## src/rtl/ans_tx_pkg.sv

```systemverilog
// Shared types and defaults for the ANS transmit sequencing blocks.
// Holds the sequencer state encoding, the FIFO payload and the symbol-count clamp.
package ans_tx_pkg;

  localparam int unsigned SYM_LEN_DEF = 80;
  localparam int unsigned MAX_LTF_DEF = 4;
  localparam int unsigned SAMPLE_W    = 32;
  localparam int unsigned ADDR_W      = 7;
  localparam int unsigned LTF_W       = 3;
  localparam int unsigned COEFF_W     = 128;

  typedef enum logic [2:0] {
    IDLE,
    BOOT,
    WAIT_BOOT,
    STREAM,
    DRAIN
  } seq_state_e;

  typedef struct packed {
    logic                last;
    logic [SAMPLE_W-1:0] data;
  } sample_t;

  // A zero count still produces one symbol; oversize requests saturate.
  function automatic logic [LTF_W-1:0] clamp_ltf(input logic [LTF_W-1:0] n,
                                                 input logic [LTF_W-1:0] max_ltf);
    logic [LTF_W-1:0] r;
    r = n;
    if (n == '0) r = LTF_W'(1);
    else if (n > max_ltf) r = max_ltf;
    return r;
  endfunction

endpackage

```

## src/rtl/ans_skid_fifo2.sv

```systemverilog
// Two-entry output FIFO; entry 0 is always the head and drives the stream.
// Push and pop may occur in the same cycle; flush empties it synchronously.
module ans_skid_fifo2
  import ans_tx_pkg::*;
(
  input  logic       clk,
  input  logic       rstn,
  input  logic       flush_i,
  input  logic       push_i,
  input  sample_t    push_data_i,
  input  logic       pop_i,
  output sample_t    head_o,
  output logic       valid_o,
  output logic [1:0] count_o
);

  sample_t    e0_q, e0_d, e1_q, e1_d;
  logic [1:0] cnt_q, cnt_d;
  logic       valid_q, valid_d;

  always_comb begin
    e0_d  = e0_q;
    e1_d  = e1_q;
    cnt_d = cnt_q;
    if (flush_i) begin
      e0_d  = '0;
      e1_d  = '0;
      cnt_d = '0;
    end else begin
      case ({push_i, pop_i})
        2'b01: begin
          e0_d  = e1_q;
          e1_d  = '0;
          cnt_d = cnt_q - 2'd1;
        end
        2'b10: begin
          if (cnt_q == 2'd0) e0_d = push_data_i;
          else               e1_d = push_data_i;
          cnt_d = cnt_q + 2'd1;
        end
        2'b11: begin
          if (cnt_q == 2'd1) begin
            e0_d = push_data_i;
          end else begin
            e0_d = e1_q;
            e1_d = push_data_i;
          end
        end
        default: ;
      endcase
    end
    valid_d = (cnt_d != 2'd0);
  end

  always_ff @(posedge clk or negedge rstn) begin
    if (!rstn) begin
      e0_q    <= '0;
      e1_q    <= '0;
      cnt_q   <= '0;
      valid_q <= 1'b0;
    end else begin
      e0_q    <= e0_d;
      e1_q    <= e1_d;
      cnt_q   <= cnt_d;
      valid_q <= valid_d;
    end
  end

  assign head_o  = e0_q;
  assign valid_o = valid_q;
  assign count_o = cnt_q;

endmodule

```

## src/rtl/ans_ht_ltf_seq.sv

```systemverilog
// HT-LTF burst sequencer: boots the generator, walks its sample addresses and
// streams the returned samples downstream through a two-entry FIFO.
module ans_ht_ltf_seq
  import ans_tx_pkg::*;
#(
  parameter int unsigned BOOT_CYCLES = 340,
  parameter int unsigned SYM_LEN     = SYM_LEN_DEF,
  parameter int unsigned MAX_LTF     = MAX_LTF_DEF
) (
  input  logic                clk,
  input  logic                rstn,
  input  logic                start,
  input  logic [LTF_W-1:0]    num_ltf,
  input  logic [COEFF_W-1:0]  obf_coeff_in,
  input  logic                abort,
  output logic                gen_boot,
  output logic [ADDR_W-1:0]   gen_addr,
  output logic [COEFF_W-1:0]  gen_obf_coeff,
  input  logic [SAMPLE_W-1:0] gen_sample,
  output logic [SAMPLE_W-1:0] out_data,
  output logic                out_valid,
  input  logic                out_ready,
  output logic                out_last,
  output logic                busy,
  output logic                done
);

  localparam int unsigned BCW = (BOOT_CYCLES > 1) ? $clog2(BOOT_CYCLES) : 1;

  seq_state_e         state_q, state_d;
  logic [BCW-1:0]     boot_cnt_q, boot_cnt_d;
  logic [ADDR_W-1:0]  addr_q, addr_d;
  logic [LTF_W-1:0]   sym_q, sym_d;
  logic [LTF_W-1:0]   nltf_q, nltf_d;
  logic [COEFF_W-1:0] coeff_q, coeff_d;
  logic               inflight_q, inflight_d;
  logic               infl_last_q, infl_last_d;
  logic               gen_boot_q, gen_boot_d;
  logic               busy_q, busy_d;
  logic               done_q, done_d;

  sample_t    fifo_head;
  sample_t    push_c;
  logic       fifo_valid;
  logic [1:0] fifo_cnt;
  logic       pop_c;
  logic       flush_c;
  logic [2:0] credit_c;
  logic       last_addr_c;
  logic       last_sym_c;

  assign pop_c       = fifo_valid && out_ready;
  assign flush_c     = abort && (state_q != IDLE);
  // Slots committed after this edge; counting the pop keeps back-to-back reads flowing.
  assign credit_c    = {1'b0, fifo_cnt} + {2'b00, inflight_q} - {2'b00, pop_c};
  assign last_addr_c = (addr_q == ADDR_W'(SYM_LEN - 1));
  assign last_sym_c  = (sym_q == nltf_q - LTF_W'(1));
  assign push_c.last = infl_last_q;
  assign push_c.data = gen_sample;

  always_comb begin
    state_d     = state_q;
    boot_cnt_d  = boot_cnt_q;
    addr_d      = addr_q;
    sym_d       = sym_q;
    nltf_d      = nltf_q;
    coeff_d     = coeff_q;
    inflight_d  = 1'b0;
    infl_last_d = 1'b0;
    gen_boot_d  = 1'b0;
    done_d      = 1'b0;
    case (state_q)
      IDLE: begin
        if (start && !abort) begin
          state_d    = BOOT;
          nltf_d     = clamp_ltf(num_ltf, LTF_W'(MAX_LTF));
          coeff_d    = obf_coeff_in;
          addr_d     = '0;
          sym_d      = '0;
          boot_cnt_d = '0;
          gen_boot_d = 1'b1;
        end
      end
      BOOT: begin
        state_d    = WAIT_BOOT;
        boot_cnt_d = '0;
      end
      WAIT_BOOT: begin
        if (boot_cnt_q == BCW'(BOOT_CYCLES - 1)) state_d = STREAM;
        else boot_cnt_d = boot_cnt_q + BCW'(1);
      end
      STREAM: begin
        if (credit_c < 3'd2) begin
          inflight_d  = 1'b1;
          infl_last_d = last_addr_c && last_sym_c;
          if (last_addr_c && last_sym_c) begin
            state_d = DRAIN;
          end else if (last_addr_c) begin
            addr_d = '0;
            sym_d  = sym_q + LTF_W'(1);
          end else begin
            addr_d = addr_q + ADDR_W'(1);
          end
        end
      end
      DRAIN: begin
        // Leave on the edge that empties the pipe so done follows the last sample directly.
        if (!inflight_q && (fifo_cnt == 2'd0 || (fifo_cnt == 2'd1 && pop_c))) begin
          state_d = IDLE;
          addr_d  = '0;
          done_d  = 1'b1;
        end
      end
      default: state_d = IDLE;
    endcase
    if (flush_c) begin
      state_d     = IDLE;
      inflight_d  = 1'b0;
      infl_last_d = 1'b0;
      addr_d      = '0;
      sym_d       = '0;
      boot_cnt_d  = '0;
      gen_boot_d  = 1'b0;
      done_d      = 1'b0;
    end
    busy_d = (state_d != IDLE);
  end

  always_ff @(posedge clk or negedge rstn) begin
    if (!rstn) begin
      state_q     <= IDLE;
      boot_cnt_q  <= '0;
      addr_q      <= '0;
      sym_q       <= '0;
      nltf_q      <= '0;
      coeff_q     <= '0;
      inflight_q  <= 1'b0;
      infl_last_q <= 1'b0;
      gen_boot_q  <= 1'b0;
      busy_q      <= 1'b0;
      done_q      <= 1'b0;
    end else begin
      state_q     <= state_d;
      boot_cnt_q  <= boot_cnt_d;
      addr_q      <= addr_d;
      sym_q       <= sym_d;
      nltf_q      <= nltf_d;
      coeff_q     <= coeff_d;
      inflight_q  <= inflight_d;
      infl_last_q <= infl_last_d;
      gen_boot_q  <= gen_boot_d;
      busy_q      <= busy_d;
      done_q      <= done_d;
    end
  end

  ans_skid_fifo2 u_fifo (
    .clk         (clk),
    .rstn        (rstn),
    .flush_i     (flush_c),
    .push_i      (inflight_q),
    .push_data_i (push_c),
    .pop_i       (pop_c),
    .head_o      (fifo_head),
    .valid_o     (fifo_valid),
    .count_o     (fifo_cnt)
  );

  assign gen_boot      = gen_boot_q;
  assign gen_addr      = addr_q;
  assign gen_obf_coeff = coeff_q;
  assign out_data      = fifo_head.data;
  assign out_last      = fifo_head.last;
  assign out_valid     = fifo_valid;
  assign busy          = busy_q;
  assign done          = done_q;

endmodule

```

## config.mk

```make
export PLATFORM = sky130hd
export DESIGN_NAME = ans_ht_ltf_seq
export DESIGN_NICKNAME = d
export VERILOG_FILES = /design/src/rtl/ans_tx_pkg.sv /design/src/rtl/ans_skid_fifo2.sv /design/src/rtl/ans_ht_ltf_seq.sv
export SDC_FILE = /design/constraint.sdc
export NUM_CORES = 1
export LEC_CHECK = 0
export BUFFER_PORTS_ARGS = -buffer_cell sky130_fd_sc_hd__buf_2
export CORE_ASPECT_RATIO = 0.75
export CORE_MARGIN = 1
export CORE_UTILIZATION = 55
export CTS_CLUSTER_SIZE = 20
export DETAILED_ROUTE_END_ITERATION = 10
export HOLD_SLACK_MARGIN = 0.15
export PLACE_DENSITY = 0.92
export RECOVER_POWER = 50
export SYNTH_ARGS = -nofsm -noshare
export SYNTH_HDL_FRONTEND = slang
export SYNTH_HIERARCHICAL = 1
export SYNTH_SLANG_ARGS = --single-unit
```

## constraint.sdc

```tcl
create_clock -name clk -period 7.7 [get_ports clk]
set_clock_uncertainty 0.15 [all_clocks]
set_input_delay 1.54 -clock clk [delete_from_list [all_inputs] [get_ports clk]]
set_output_delay 1.54 -clock clk [all_outputs]
set_load 0.02 [all_outputs]
```

==> impl_metrics.tcl <==
set metrics [dict create \
    root_buffer "clkbuf_16" \
    cts_htree_levels 1 \
    seqCellArea_um2 5680 \
    timing.rr.end "nltf_q[1]" \
    yosys.area.top_type "dfrtp_1" \
    synth_edf_count 0 \
    hp-class "reg -> reg" \
    post_cts_buffers 0 \
    fin_cells 1649 \
    layout_common_cells "433 x nand2_1, 227 x dfrtp_1, 179 x buf_2, 164 x clkbuf_1, 43 x inv_1" \
    required_ps 8030 \
    critPathKind "in -> async" \
    max-vdd-ir-drop_mv 0.184 \
    grt_max_degree 90 \
    drt-total-wl_um 29700 \
    hold_viol_final 0 \
    cpMaxStageDelayCell "clkbuf_1" \
    syn-cell-area_um2 10300 \
    critPathMaxFanout 82 \
    critPathLaunchType "input pin" \
    clkTransAtPathRegs_ps 70 \
    multi_input_area_um2 4210 \
    num_io_pins 340 \
    synthArstFlopShare_pct 100 \
    io_buffers 339 \
    synth_top_area_share_pct 55.0 \
    cp_data_arrival_time_ps 5290 \
    vias_per_cell 5.57 \
    start_util_pct 57.3 \
    grt_overflow 0 \
    die_w_um 160 \
    min_path_cells 2 \
    vias 9177 \
    end_kind "asynchronous set/reset pin" \
    cts_tree "done" \
    min_period_over_period_pct 64.5 \
    finalMaxSlewViolations 70 \
    cts_buffer_depth 3 \
    synth.avg_cell_area_um2 9.60 \
    syn_nets 1254 \
    critPathTopFamily "buffers and inverters" \
    coreArea_um2 18000 \
    die_height_um 121 \
    dp_hpwl_um 20200 \
    antenna_found_initial 4 \
    finalSetupTns_ps 0 \
    max_stage_delay_ps 2560 \
    violations "max-capacitance violations, max-slew violations" \
    post_cts_resized 0 \
    finalSetupViolCount 0 \
    maxSlewHeadroom_pct -146 \
    cts-buffers-inserted 22 \
    p_leak_nw 6.31 \
    rsz0062_at_grt "no" \
    total_power_mw 3.18 \
    area_growth_pct 23.0 \
    ant_nets 0 \
    outcome "finished with violations" \
    synth-seq-cells 227 \
    worstPathCellList "clkbuf_1, buf_4" \
    min_delay_worst_endpoint "gen_obf_coeff[31]" \
    nFillCells 1357 \
    synth_cell_types 60 \
    cap_violations 1 \
    final_nets 1567 \
    grt_usage_pct 30.2 \
    layout_commonest_cell "nand2_1" \
    drc 0 \
    ys_seq_area_share_pct 55.0 \
    synthFlopType "dfrtp_1" \
    max_slew.worst_pin.slew_ps 3690 \
    dieArea_um2 19300 \
    gp_congestion 0.862 \
    cts.sinks 227 \
    detail_route.first_pass.iterations 7 \
    wire_per_inst_um 18.0 \
    drt_iter0_markers 973 \
    grt_pass1_vias 8871 \
    ctsHoldBuffers 0 \
    drive_above_1_share_pct 19.4 \
    max_freq_mhz 201 \
    critPathBufInv 2 \
    crit-reg2reg-launch "state_q[0]" \
    period_needed_ps 4960 \
    grt_pass1_wl_um 46200 \
    worstHoldStart "gen_obf_coeff[31]" \
    reg2reg_depth 6 \
    clk_latency_ps 500 \
    power_density_nw_per_um2 250 \
    yosys-top-cells-area "dfrtp_1 55%, nand2_1 16%, mux2i_1 3.5%, mux2_2 3.1%, o2bb2ai_1 2.9%" \
    ff2ff_setup_slack_ps 4390 \
    place_inst 1606 \
    ys_warn_count 6 \
    synth_cells 1075 \
    rows 42 \
]
[where the power goes]
group / total (mW) / switching (mW) / internal, mW / leakage, nW
Combinational: 0.625 / 0.449 / 0.176 / 2.97
Sequential: 1.44 / 0.103 / 1.34 / 2.96
Clock: 1.11 / 0.449 / 0.659 / 0.375
[final cells by class]
cell class / instances / area share [%]
flip-flops and latches: 227 / 44.8
multi-input cells: 743 / 33.2
repair buffers: 350 / 12.4
clock buffers: 31 / 5.17
well taps: 242 / 2.39
inverters: 44 / 1.32
clock inverters: 8 / 0.710
diodes: 4 / 0.0789
[through the flow]
stage	instance area, um^2	setup WS (ps)	utilization [%]	hold slack [ps]
final	12700	2740	70.4	326
after global placement	12200	3410	67.5	303
after floorplan	10300	3910	-	286
after CTS	12900	3850	71.6	324
after detailed placement	12200	3350	67.5	308
after global routing	12700	1990	70.4	342
[state kept, by name, indices dropped and copies added (netlist names)]
name            count
u_fifo/head_o      33
u_fifo/e1_q        33
done                1
u_fifo/count_o      2
inflight_q          1
u_fifo/valid_o      1
nltf_q              3
gen_addr            7
sym_q               3
gen_obf_coeff     128
infl_last_q         1
gen_boot            1
boot_cnt_q          9
state_q             3
busy                1
[kinds of logic after synthesis]
kind of cell,Yosys count,share of synthesized area [%]
AOI/OAI and AO/OA,121,9.30
xor gates and xnor gates,5,0.558
muxes,71,7.31
DFF,227,55.0
adders and majority gates,11,1.41
buffers and inverters,105,4.30
and+or+nand+nor,535,22.1
[synthesized netlist by cell type (all sizes together), types with 3 or more instances]
cell	instances
nor2b	5
or3	4
inv	44
and2	41
ha	10
a22oi	3
o21a	3
o211ai	4
a221oi	33
nand3	14
o2bb2ai	34
mux2	35
o21ai	14
nor2	11
o31ai	4
clkbuf	39
nor3	5
dfrtp	227
buf	22
a21o	4
a21oi	10
nand2	433
or2	4
mux2i	36
nand3b	3
[layer usage]
layer  vias to the layer above  track usage (%)  wire, um
met1                      4439             39.3     11600
met4                         0             11.7      1150
met2                       479             48.9     14300
met5                         -                0         0
met3                        89             7.48      2620
li1                       4170                -         -
[worst max path at each step]
stage | start | to | slack, ps | cells after the start
finish | rstn | gen_obf_coeff[89] | 2740 | 2
global route | rstn | boot_cnt_q[3] | 1990 | 2
CTS | abort | nltf_q[1] | 3850 | 7
detailed placement | abort | nltf_q[0] | 3350 | 6
global placement | abort | nltf_q[1] | 3410 | 7
floorplan | out_ready | busy | 3910 | 10
Note: power is estimated with default switching activity, not from simulation.
